## config.mk

```make
export PLATFORM = sky130hd
export DESIGN_NAME = sim_uart_agent
export DESIGN_NICKNAME = d
export VERILOG_FILES = /design/src/rtl/sim_uart_agent_pkg.sv /design/src/rtl/sim_uart_fifo.sv /design/src/rtl/sim_uart_agent.sv
export SDC_FILE = /design/constraint.sdc
export NUM_CORES = 1
export LEC_CHECK = 0
export BUFFER_PORTS_ARGS = -buffer_cell sky130_fd_sc_hd__buf_2
export CAP_MARGIN = 40
export CORE_UTILIZATION = 35
export DETAILED_ROUTE_END_ITERATION = 7
export GPL_TIMING_DRIVEN = 0
export HOLD_SLACK_MARGIN = 0.03
export PLACE_DENSITY = 0.55
export SLEW_MARGIN = 20
export SYNTH_ARGS = -nofsm -noshare
export SYNTH_HDL_FRONTEND = slang
export SYNTH_SLANG_ARGS = --single-unit
```

## constraint.sdc

```tcl
create_clock -name clk -period 3.55 [get_ports clk]
set_input_delay 0.5325 -clock clk [delete_from_list [all_inputs] [get_ports clk]]
set_output_delay 0.5325 -clock clk [all_outputs]
set_load 0.02 [all_outputs]
```

## src/rtl/sim_uart_agent_pkg.sv

```systemverilog
// Shared types and helpers for the sim_uart_agent bench UART.
package sim_uart_agent_pkg;

  typedef enum logic [2:0] {
    IDLE  = 3'd0,
    START = 3'd1,
    DATA  = 3'd2,
    PAR   = 3'd3,
    STOP  = 3'd4
  } uart_state_e;

  // Clocks per bit, truncated
  function automatic int cpb(input int clk_hz, input int baud);
    return clk_hz / baud;
  endfunction

  // Width of a down-counter holding 0..n-1
  function automatic int cnt_w(input int n);
    return (n < 2) ? 1 : $clog2(n);
  endfunction

endpackage

```

## src/rtl/sim_uart_fifo.sv

```systemverilog
// Generic synchronous FIFO with wrap-bit pointers; a pop frees space for a same-cycle push.
module sim_uart_fifo #(
  parameter int WIDTH = 8,
  parameter int DEPTH = 16
) (
  input  logic                     clk,
  input  logic                     reset,
  input  logic                     push,
  input  logic [WIDTH-1:0]         push_data,
  input  logic                     pop,
  output logic [WIDTH-1:0]         head,
  output logic                     full,
  output logic                     empty,
  output logic [$clog2(DEPTH):0]   level
);
  localparam int AW = $clog2(DEPTH);

  logic [WIDTH-1:0] mem [DEPTH];
  logic [AW:0]      wr_ptr;
  logic [AW:0]      rd_ptr;
  logic             push_ok;
  logic             pop_ok;

  assign pop_ok  = pop && !empty;
  assign push_ok = push && (!full || pop_ok);
  assign empty   = (wr_ptr == rd_ptr);
  assign full    = (wr_ptr[AW] != rd_ptr[AW]) && (wr_ptr[AW-1:0] == rd_ptr[AW-1:0]);
  assign level   = wr_ptr - rd_ptr;
  assign head    = mem[rd_ptr[AW-1:0]];

  always_ff @(posedge clk or posedge reset) begin
    if (reset) begin
      wr_ptr <= '0;
      rd_ptr <= '0;
    end else begin
      if (push_ok) wr_ptr <= wr_ptr + (AW+1)'(1);
      if (pop_ok)  rd_ptr <= rd_ptr + (AW+1)'(1);
    end
  end

  always_ff @(posedge clk) begin
    if (push_ok) mem[wr_ptr[AW-1:0]] <= push_data;
  end

endmodule

```

## src/rtl/sim_uart_agent.sv

```systemverilog
// Bidirectional bench UART agent with TX/RX FIFOs and sticky error flags.
// Define SIM_UART_AGENT_PARITY_EN to add an even-parity bit on both directions.
module sim_uart_agent
  import sim_uart_agent_pkg::*;
#(
  parameter int CLK_HZ    = 50000000,
  parameter int BAUD      = 115200,
  parameter int DATA_BITS = 8,
  parameter int TX_DEPTH  = 16,
  parameter int RX_DEPTH  = 16
) (
  input  logic                        clk,
  input  logic                        reset,
  input  logic [DATA_BITS-1:0]        tx_data_i,
  input  logic                        tx_valid_i,
  output logic                        tx_ready_o,
  output logic                        tx_o,
  output logic                        tx_busy_o,
  input  logic                        rx_i,
  output logic [DATA_BITS-1:0]        rx_data_o,
  output logic                        rx_valid_o,
  input  logic                        rx_ready_i,
  output logic                        rx_frame_err_o,
  output logic                        rx_overflow_o,
  input  logic                        clr_err_i,
  output logic [$clog2(TX_DEPTH):0]   tx_level_o,
  output logic [$clog2(RX_DEPTH):0]   rx_level_o
);
  localparam int CPB = cpb(CLK_HZ, BAUD);
  localparam int CW  = cnt_w(CPB);
  localparam int BW  = cnt_w(DATA_BITS);
  localparam logic [CW-1:0] CNT_BIT   = CW'(CPB - 1);
  localparam logic [CW-1:0] CNT_HALF  = CW'(CPB / 2 - 1);
  localparam logic [BW-1:0] BITS_LAST = BW'(DATA_BITS - 1);

  logic                 tx_push, tx_pop, tx_full, tx_empty, tx_load, tx_line;
  logic [DATA_BITS-1:0] tx_head, tx_shift;
  uart_state_e          tx_state;
  logic [CW-1:0]        tx_cnt;
  logic [BW-1:0]        tx_bits;
`ifdef SIM_UART_AGENT_PARITY_EN
  logic                 tx_par;
`endif

  assign tx_ready_o = !tx_full;
  assign tx_push    = tx_valid_i && !tx_full;
  assign tx_load    = !tx_empty && (tx_state == IDLE || (tx_state == STOP && tx_cnt == '0));
  assign tx_pop     = tx_load;
  assign tx_o       = tx_line;
  assign tx_busy_o  = (tx_state != IDLE) || !tx_empty;

  sim_uart_fifo #(.WIDTH(DATA_BITS), .DEPTH(TX_DEPTH)) u_tx_fifo (
    .clk(clk), .reset(reset), .push(tx_push), .push_data(tx_data_i), .pop(tx_pop),
    .head(tx_head), .full(tx_full), .empty(tx_empty), .level(tx_level_o)
  );

  // TX frame sequencer; the line register updates on the same edge as the state
  always_ff @(posedge clk or posedge reset) begin
    if (reset) begin
      tx_state <= IDLE;
      tx_cnt   <= '0;
      tx_bits  <= '0;
      tx_line  <= 1'b1;
    end else if (tx_load) begin
      tx_state <= START;
      tx_cnt   <= CNT_BIT;
      tx_line  <= 1'b0;
    end else if (tx_state != IDLE && tx_cnt != '0) begin
      tx_cnt <= tx_cnt - CW'(1);
    end else begin
      tx_cnt <= CNT_BIT;
      case (tx_state)
        START: begin
          tx_state <= DATA;
          tx_bits  <= BITS_LAST;
          tx_line  <= tx_shift[0];
        end
        DATA: begin
          if (tx_bits != '0) begin
            tx_bits <= tx_bits - BW'(1);
            tx_line <= tx_shift[1];
          end else begin
`ifdef SIM_UART_AGENT_PARITY_EN
            tx_state <= PAR;
            tx_line  <= tx_par;
`else
            tx_state <= STOP;
            tx_line  <= 1'b1;
`endif
          end
        end
        PAR: begin
          tx_state <= STOP;
          tx_line  <= 1'b1;
        end
        default: begin
          tx_state <= IDLE;
          tx_line  <= 1'b1;
        end
      endcase
    end
  end

  always_ff @(posedge clk) begin
    if (tx_load) tx_shift <= tx_head;
    else if (tx_state == DATA && tx_cnt == '0) tx_shift <= tx_shift >> 1;
  end

`ifdef SIM_UART_AGENT_PARITY_EN
  always_ff @(posedge clk) begin
    if (tx_load) tx_par <= ^tx_head;
  end
`endif

  logic                 rx_sync_p0, rx_sync_p1;
  logic                 rx_push, rx_pop, rx_full, rx_empty, rx_brk, rx_good;
  logic                 stop_eval, frame_evt, ovf_evt;
  logic [DATA_BITS-1:0] rx_head, rx_shift;
  uart_state_e          rx_state;
  logic [CW-1:0]        rx_cnt;
  logic [BW-1:0]        rx_bits;
`ifdef SIM_UART_AGENT_PARITY_EN
  logic                 rx_par_bad;
  assign rx_good = rx_sync_p1 && !rx_par_bad;
`else
  assign rx_good = rx_sync_p1;
`endif

  // Two-stage synchroniser on the incoming line
  always_ff @(posedge clk or posedge reset) begin
    if (reset) begin
      rx_sync_p0 <= 1'b1;
      rx_sync_p1 <= 1'b1;
    end else begin
      rx_sync_p0 <= rx_i;
      rx_sync_p1 <= rx_sync_p0;
    end
  end

  assign stop_eval = (rx_state == STOP) && !rx_brk && (rx_cnt == '0);
  assign rx_push   = stop_eval && rx_good;
  assign frame_evt = stop_eval && !rx_good;
  assign rx_pop    = rx_ready_i && !rx_empty;
  assign ovf_evt   = rx_push && rx_full && !rx_pop;
  assign rx_valid_o = !rx_empty;
  assign rx_data_o  = rx_empty ? '0 : rx_head;

  sim_uart_fifo #(.WIDTH(DATA_BITS), .DEPTH(RX_DEPTH)) u_rx_fifo (
    .clk(clk), .reset(reset), .push(rx_push), .push_data(rx_shift), .pop(rx_pop),
    .head(rx_head), .full(rx_full), .empty(rx_empty), .level(rx_level_o)
  );

  // RX sampler; a low stop bit parks in STOP until the line returns high
  always_ff @(posedge clk or posedge reset) begin
    if (reset) begin
      rx_state <= IDLE;
      rx_cnt   <= '0;
      rx_bits  <= '0;
      rx_brk   <= 1'b0;
    end else begin
      case (rx_state)
        IDLE: begin
          if (!rx_sync_p1) begin
            rx_state <= START;
            rx_cnt   <= CNT_HALF;
          end
        end
        START: begin
          if (rx_cnt != '0) rx_cnt <= rx_cnt - CW'(1);
          else if (rx_sync_p1) rx_state <= IDLE;
          else begin
            rx_state <= DATA;
            rx_cnt   <= CNT_BIT;
            rx_bits  <= BITS_LAST;
          end
        end
        DATA: begin
          if (rx_cnt != '0) rx_cnt <= rx_cnt - CW'(1);
          else begin
            rx_cnt <= CNT_BIT;
            if (rx_bits != '0) rx_bits <= rx_bits - BW'(1);
`ifdef SIM_UART_AGENT_PARITY_EN
            else rx_state <= PAR;
`else
            else rx_state <= STOP;
`endif
          end
        end
        PAR: begin
          if (rx_cnt != '0) rx_cnt <= rx_cnt - CW'(1);
          else begin
            rx_cnt   <= CNT_BIT;
            rx_state <= STOP;
          end
        end
        STOP: begin
          if (rx_brk) begin
            if (rx_sync_p1) begin
              rx_brk   <= 1'b0;
              rx_state <= IDLE;
            end
          end else if (rx_cnt != '0) rx_cnt <= rx_cnt - CW'(1);
          else if (rx_sync_p1) rx_state <= IDLE;
          else rx_brk <= 1'b1;
        end
        default: rx_state <= IDLE;
      endcase
    end
  end

  always_ff @(posedge clk) begin
    if (rx_state == DATA && rx_cnt == '0) rx_shift <= {rx_sync_p1, rx_shift[DATA_BITS-1:1]};
  end

`ifdef SIM_UART_AGENT_PARITY_EN
  always_ff @(posedge clk) begin
    if (rx_state == PAR && rx_cnt == '0) rx_par_bad <= rx_sync_p1 != ^rx_shift;
  end
`endif

  // Sticky error flags; a new event beats a same-cycle clear
  always_ff @(posedge clk or posedge reset) begin
    if (reset) begin
      rx_frame_err_o <= 1'b0;
      rx_overflow_o  <= 1'b0;
    end else begin
      if (frame_evt)      rx_frame_err_o <= 1'b1;
      else if (clr_err_i) rx_frame_err_o <= 1'b0;
      if (ovf_evt)        rx_overflow_o  <= 1'b1;
      else if (clr_err_i) rx_overflow_o  <= 1'b0;
    end
  end

endmodule
```

### Word-level counts from Yosys, hierarchy flattened

Memory sizes are Yosys's and may differ from the RTL's.
Index checks and enable logic that the tools add are counted.

* add/sub/neg operators: 10
* equal/unequal tests: 28
* multiplexer cells: 47
* bitwise logic cells: 2
* reductions and logical operators: 51

Operator list (number)
* 2-to-1 mux 9 bit: 8
* 2-to-1 mux 3 bit: 16
* case mux 9 bit (4 select lines): 1
* 2-to-1 mux 8 bit: 3
* adder 5 x 1 -> 5 bit (second input constant): 4
* logical AND 1 bit: 19
* zero test 9 bit: 2
* != test 2 bit (second input constant): 9
* nonzero test 9 bit: 2
* subtractor 9 x 1 -> 9 bit (second input constant): 2
* case mux 3 bit (5 select lines): 1
* 2-to-1 mux 1 bit: 13
* equality test 3 x 2 -> 1 bit (second input constant): 4
* case mux 3 bit (2 select lines): 2
* equality test 5 bit: 2
* AND reduction 5 bit: 2
* nonzero test 2 bit: 5
* subtractor 5 bit: 2
* case mux 3 bit (3 select lines): 1
* nonzero test 3 bit: 3
* equality test 4 bit: 2
* zero test 1 bit: 7
* equality test 3 x 1 -> 1 bit (second input constant): 2
* equality test 3 bit (second input constant): 2
* other kinds (15): 24

* bits in registers: 72
* bits in writable memories: 256
* input bits: 14
* output and inout port bits: 24
* word-level logic and storage cells: 158
* memories: 2

Memory list
* u_rx_fifo.mem: words 16, width 8, read ports 1, clocked after memory_dff 0, wr ports 1, line sim_uart_fifo.sv:18 `logic [WIDTH-1:0] mem [DEPTH];`
* u_tx_fifo.mem: words 16, width 8, read ports 1, clocked after memory_dff 0, wr ports 1, line sim_uart_fifo.sv:18

### Depth between registers and ports, before layout

* depth after elaboration: 9
* gate-level depth with buffers: 9
* depth with buffers taken out: 7

### Hierarchy

A second synthesis with hierarchy kept.

* cells, all modules: 860
* area, all modules: 14127.3 sq um

By module, submodules not included
* sim_uart_fifo: instances 2, cells each 299, area an instance 5695.5 sq um, seq. area each 4093.9 sq um
* sim_uart_agent: instances 1, cells each 262, area an instance 2736.4 sq um, seq. area each 1385.1 sq um

### Worst setup path before layout

Ideal clock, no wire load.

* path kind: reg2reg
* start: reg u_tx_fifo.rd_ptr[1]
* end: mem u_tx_fifo.mem[3][0] (enable)
* setup time: 383 ps
* data arrival time: 2561 ps
* required time: 3167 ps
* setup slack: 606 ps
* cell stages (with the launch flop): 9
* path buffers: 2
* period minus slack after synthesis: 2944 ps
* path through: dfrtp_1 -> buf_4 -> buf_6 -> clkinv_1 -> ha_1 -> and4_1 -> a21boi_2 -> nand2_1 -> nor3_1

* word-level cells in the longest chain between the ends: 8
* elaborated cells on any way between the ends: 12
* those cells by class: 2 x eq/ne; 2 x mux; 8 x reduce/logical

RTL lines
* start, declared: line sim_uart_fifo.sv:20 `logic [AW:0] rd_ptr;`
* start signal, assigned: line sim_uart_fifo.sv:37 `if (pop_ok) rd_ptr <= rd_ptr + (AW+1)'(1);`
* equality test 5 bit: line sim_uart_fifo.sv:26 `assign empty = (wr_ptr == rd_ptr);`
* zero test 1 bit: line sim_uart_fifo.sv:24, sim_uart_agent.sv:47
* logical AND 1 bit: line sim_uart_agent.sv:47 `assign tx_load = !tx_empty && (tx_state == IDLE || (tx_state == STOP && tx_cnt == '0));`
* logical AND 1 bit: line sim_uart_fifo.sv:24 `assign pop_ok = pop && !empty;`
* logical OR 1 bit: line sim_uart_fifo.sv:25 `assign push_ok = push && (!full || pop_ok);`
* logical AND 1 bit (*): line sim_uart_fifo.sv:25
* 2-to-1 mux 1 bit (*): line sim_uart_fifo.sv:42 `if (push_ok) mem[wr_ptr[AW-1:0]] <= push_data;`
* 2-to-1 mux 1 bit (implied by the code) (*): line sim_uart_fifo.sv:42
* end, declared: line sim_uart_fifo.sv:18

Mark *: on every way between the ends. The rest lies on a longest branch, timed or not.

### Worst setup path after layout

* start: reg u_rx_fifo.rd_ptr[2]
* end: out rx_data_o[2]

* word-level cells in the longest chain between the ends: 2
* elaborated cells on any way between the ends: 3
* those cells by class: 1 x eq/ne; 1 x mux; 1 x memory

RTL lines
* start, declared: line sim_uart_fifo.sv:20
* start signal, assigned: line sim_uart_fifo.sv:37
* memory (16 x 8 bit) or equality test 5 bit (tied branches)
* 2-to-1 mux 8 bit (*): line sim_uart_agent.sv:146 `assign rx_data_o = rx_empty ? '0 : rx_head;`
* end, declared: line sim_uart_agent.sv:20 `output logic [DATA_BITS-1:0] rx_data_o,`

Marked as above.

==> results.yml <==
setup_path:
  crit_path_end_kind: "output pin"
  cp_slowest_stage_delay_ns: 0.52
  rr_startpoint: "u_tx_fifo.rd_ptr[1]"
  rrSetupSlack_ns: 0.38
  rr_worst_depth: 8
  path_cells: "inv_2 -> ha_1 -> and4_1 -> and2_1 -> clkbuf_1 -> a211oi_1 -> buf_2"
  critPathTopFamily: "buffers and inverters"
  cp.required_ns: 3.02
  cp-endpoint: "rx_data_o[2]"
  crit_buf_inv: 3
  slowest_stage: "dfrtp_2"
  cp-startpoint: "u_rx_fifo.rd_ptr[2]"
  arrival_ns: 2.86
  cp_max_fo: 11
  path_class: "flip-flop to output pin"
  startpoint_type: "flip-flop"
  cp.depth: 7
  r2r-end: "u_tx_fifo.mem[13][1]"
synth:
  syn_nets: 868
  yosys.cell_count.top_type: "edfxtp_1"
  synth-edff-count: 272
  seq_area_frac_synth: 0.686
  synth_cells: 828
  synth_top_area_cell: "edfxtp_1"
  netlist_top_cells_count: "272 x edfxtp_1, 67 x nand2_1, 64 x mux4_2"
  syn_area_um2: 14000
  ys_types: 72
  synth_area_leaders: "edfxtp_1 58%, mux4_2 10%, dfrtp_1 9.5%"
  ys_ff_latch: 328
  synth_ff_type: "edfxtp_1"
  yosysTopAreaCellShare: 0.585
  async_flop_share: 0.171
  syn_area_per_cell_um2: 16.9
  yosysWarnings: 0
global_routing:
  grt_overflow: 0
  grt_pass1_vias: 7739
  use_met3: 0.0300
  met1_usage: 0.209
  grt_max_degree: 47
  top_usage_layer: "met2"
  global_route.usage.total: 0.150
  grt_pass1_wl_mm: 46.2
  grt_use_met2: 0.235
  antenna_found_initial: 0
power:
  pwr-share-comb: 0.323
  leakage_nw: 5.56
  swShare: 0.328
  p_switching_w: 0.00396
  powerDensity_nw_per_um2: 752
  p_seq_frac: 0.391
  intPower_w: 0.00810
  clkPwrFrac: 0.286
  peakVddDrop_mv: 0.472
die:
  die_w_um: 202
  core-area_um2: 39000
  placementRows: 72
  fp.dieH_um: 202
  dieArea_um2: 40700
  start_util: 0.358
  io_pins: 38
drt:
  ant_nets: 0
  wire_per_inst_um: 20.1
  drtIter0Drc: 398
  wirelength_mm: 29.2
  drc: 0
  drtPass1Iterations: 4
  via_per_inst: 5.08
  vias: 7375
layout:
  drive_above_1_share: 0.241
  diodes: 0
  nets: 947
  utilization: 0.411
  fin_cells: 1452
  area_delta_synth_final_pct: 14.9
sta:
  setup_viol: 0
  rsz0062_at_grt: "no"
  tns_ns: 0
  whs_ns: 0.0874
  maxSlewHeadroom: 0.480
  fin_crit_sh: 0.957
  skew_ns: 0.0169
  fmax_ghz: 0.294
  tightestPinTransition_ns: 0.780
  finalHoldViolations: 0
  slew_violations: 0
  period_needed_ns: 3.40
placement:
  place.detailed.hpwl_mm: 18.9
  place.gp.congestion: 0.759
  dp_cells: 1385
  io_buffers: 37
run:
  drv_cap: 0
clock_network:
  clk_latency_ns: 0.55
  cts_tree: "yes"
  cts_root_buf: "clkbuf_16"
  cts_buffers: 36
  ctsHtreeMaxLevel: 2
  clock_sinks: 328
  cts.clk_slew.worst_paths_ns: 0.06
  clockBufferDepth: 3
run_status:
  status: "complete, no violations"
min_path:
  hp-class: "primary input to flip-flop"
==> per-stage QoR <==
| step | setup slack (ns) | area (um2) | power, W |
|---|---|---|---|
| after global placement | -0.577 | 14800 | 0.00867 |
| after detailed placement | -0.205 | 14900 | 0.00871 |
| after CTS | -0.0790 | 16000 | 0.0122 |
| after floorplan | 0.606 | 14000 | 0.00757 |
| after global routing | 0.0218 | 16000 | 0.0127 |
| final | 0.153 | 16000 | 0.0121 |
==> area by class of cell <==
cell class | count | area [um2]
repair buffers | 43 | 263
inverters | 36 | 146
plain buffers | 30 | 180
clock buffers | 50 | 963
clock inverters | 15 | 111
flip-flops and latches | 328 | 9570
multi-input cells | 432 | 4160
fillers | 3524 | 23000
well taps | 518 | 648
==> layer usage <==
| metal | up-vias | part of all wire |
|---|---|---|
| li1 | 3402 | - |
| met3 | 50 | 0.038 |
| met1 | 3787 | 0.47 |
| met5 | - | 0 |
| met2 | 136 | 0.47 |
| met4 | 0 | 0.022 |
==> cell families (layout without fill, tap and decap cells) <==
group / Yosys count / after routing / share of synthesized area
AO/OA/AOI/OAI: 98 / 98 / 0.0511
XOR/XNOR: 30 / 30 / 0.0194
adder cells (fa/ha/maj): 26 / 26 / 0.0244
buffers and inverters: 68 / 174 / 0.0229
flip-flops: 328 / 328 / 0.686
multiplexers: 86 / 86 / 0.120
AND/OR/NAND/NOR: 192 / 192 / 0.0769
==> registers in the layout, summed over array words and instances (netlist names) <==
signal            cells
u_rx_fifo.mem       128
u_tx_fifo.mem       128
rx_cnt                9
tx_cnt                9
rx_shift              8
tx_shift              8
u_rx_fifo.rd_ptr      5
u_rx_fifo.wr_ptr      5
u_tx_fifo.rd_ptr      5
u_tx_fifo.wr_ptr      5
rx_bits               3
rx_state              3
tx_bits               3
tx_state              3
rx_brk                1
rx_frame_err_o        1
rx_good               1
rx_overflow_o         1
rx_sync_p0            1
tx_o                  1
==> worst min-delay path by stage <==
stage / to / depth (start not counted) / from / slack (ns)
floorplan: rx_good / 0 / rx_sync_p0 / 0.35
global placement: rx_good / 0 / rx_sync_p0 / 0.37
detailed placement: rx_good / 0 / rx_sync_p0 / 0.36
CTS: rx_sync_p0 / 1 / rx_i / 0.06
global route: rx_sync_p0 / 1 / rx_i / 0.06
finish: rx_sync_p0 / 1 / rx_i / 0.09
==> cells in the final DEF (no fill, tap or decap), types with 4 or more instances in the layout <==
cell type	Yosys	layout
mux4_2	64	64
a211oi_1	10	9
ha_1	24	24
xnor2_1	19	19
nor3_4	0	4
buf_2	10	47
nor2_1	29	18
a22o_1	8	8
nor3b_1	5	5
nor3_1	16	12
a311oi_1	8	8
clkinv_2	0	4
nand2b_1	4	4
buf_4	4	6
xor2_1	10	10
nand4_1	5	5
a21oi_1	11	11
o21ai_0	20	19
o31ai_1	4	4
nand3_1	9	9
clkbuf_1	12	23
clkinvlp_4	0	4
inv_1	32	31
nor2b_1	4	4
and2_2	5	5
nand2_1	67	67
buf_6	5	5
edfxtp_1	272	272
o22ai_1	4	4
dfrtp_1	53	52
nor2_2	0	11
clkinv_1	2	4
clkbuf_16	0	36
mux2i_1	18	18
and3_1	22	22
a21o_1	6	6
==> power groups by stage <==
stage | Combinational [W] | Sequential [W] | Clock [W]
6_report | 0.00390 | 0.00472 | 0.00344
5_1_grt | 0.00427 | 0.00475 | 0.00369
3_5_place_dp | 0.00394 | 0.00477 | 0
4_1_cts | 0.00394 | 0.00472 | 0.00354
3_3_place_gp | 0.00391 | 0.00476 | 0
2_1_floorplan | 0.00284 | 0.00472 | 0
==> timing repair <==
item / 4_1_cts / 5_1_grt
resized for setup: 10 / 12
setup endpoints to repair: 131 / 120
hold buffers: 1 / 0
endpoints found under the hold margin: 8 / 0
setup buffers: 0 / 1
(Power assumes the default switching activity.)
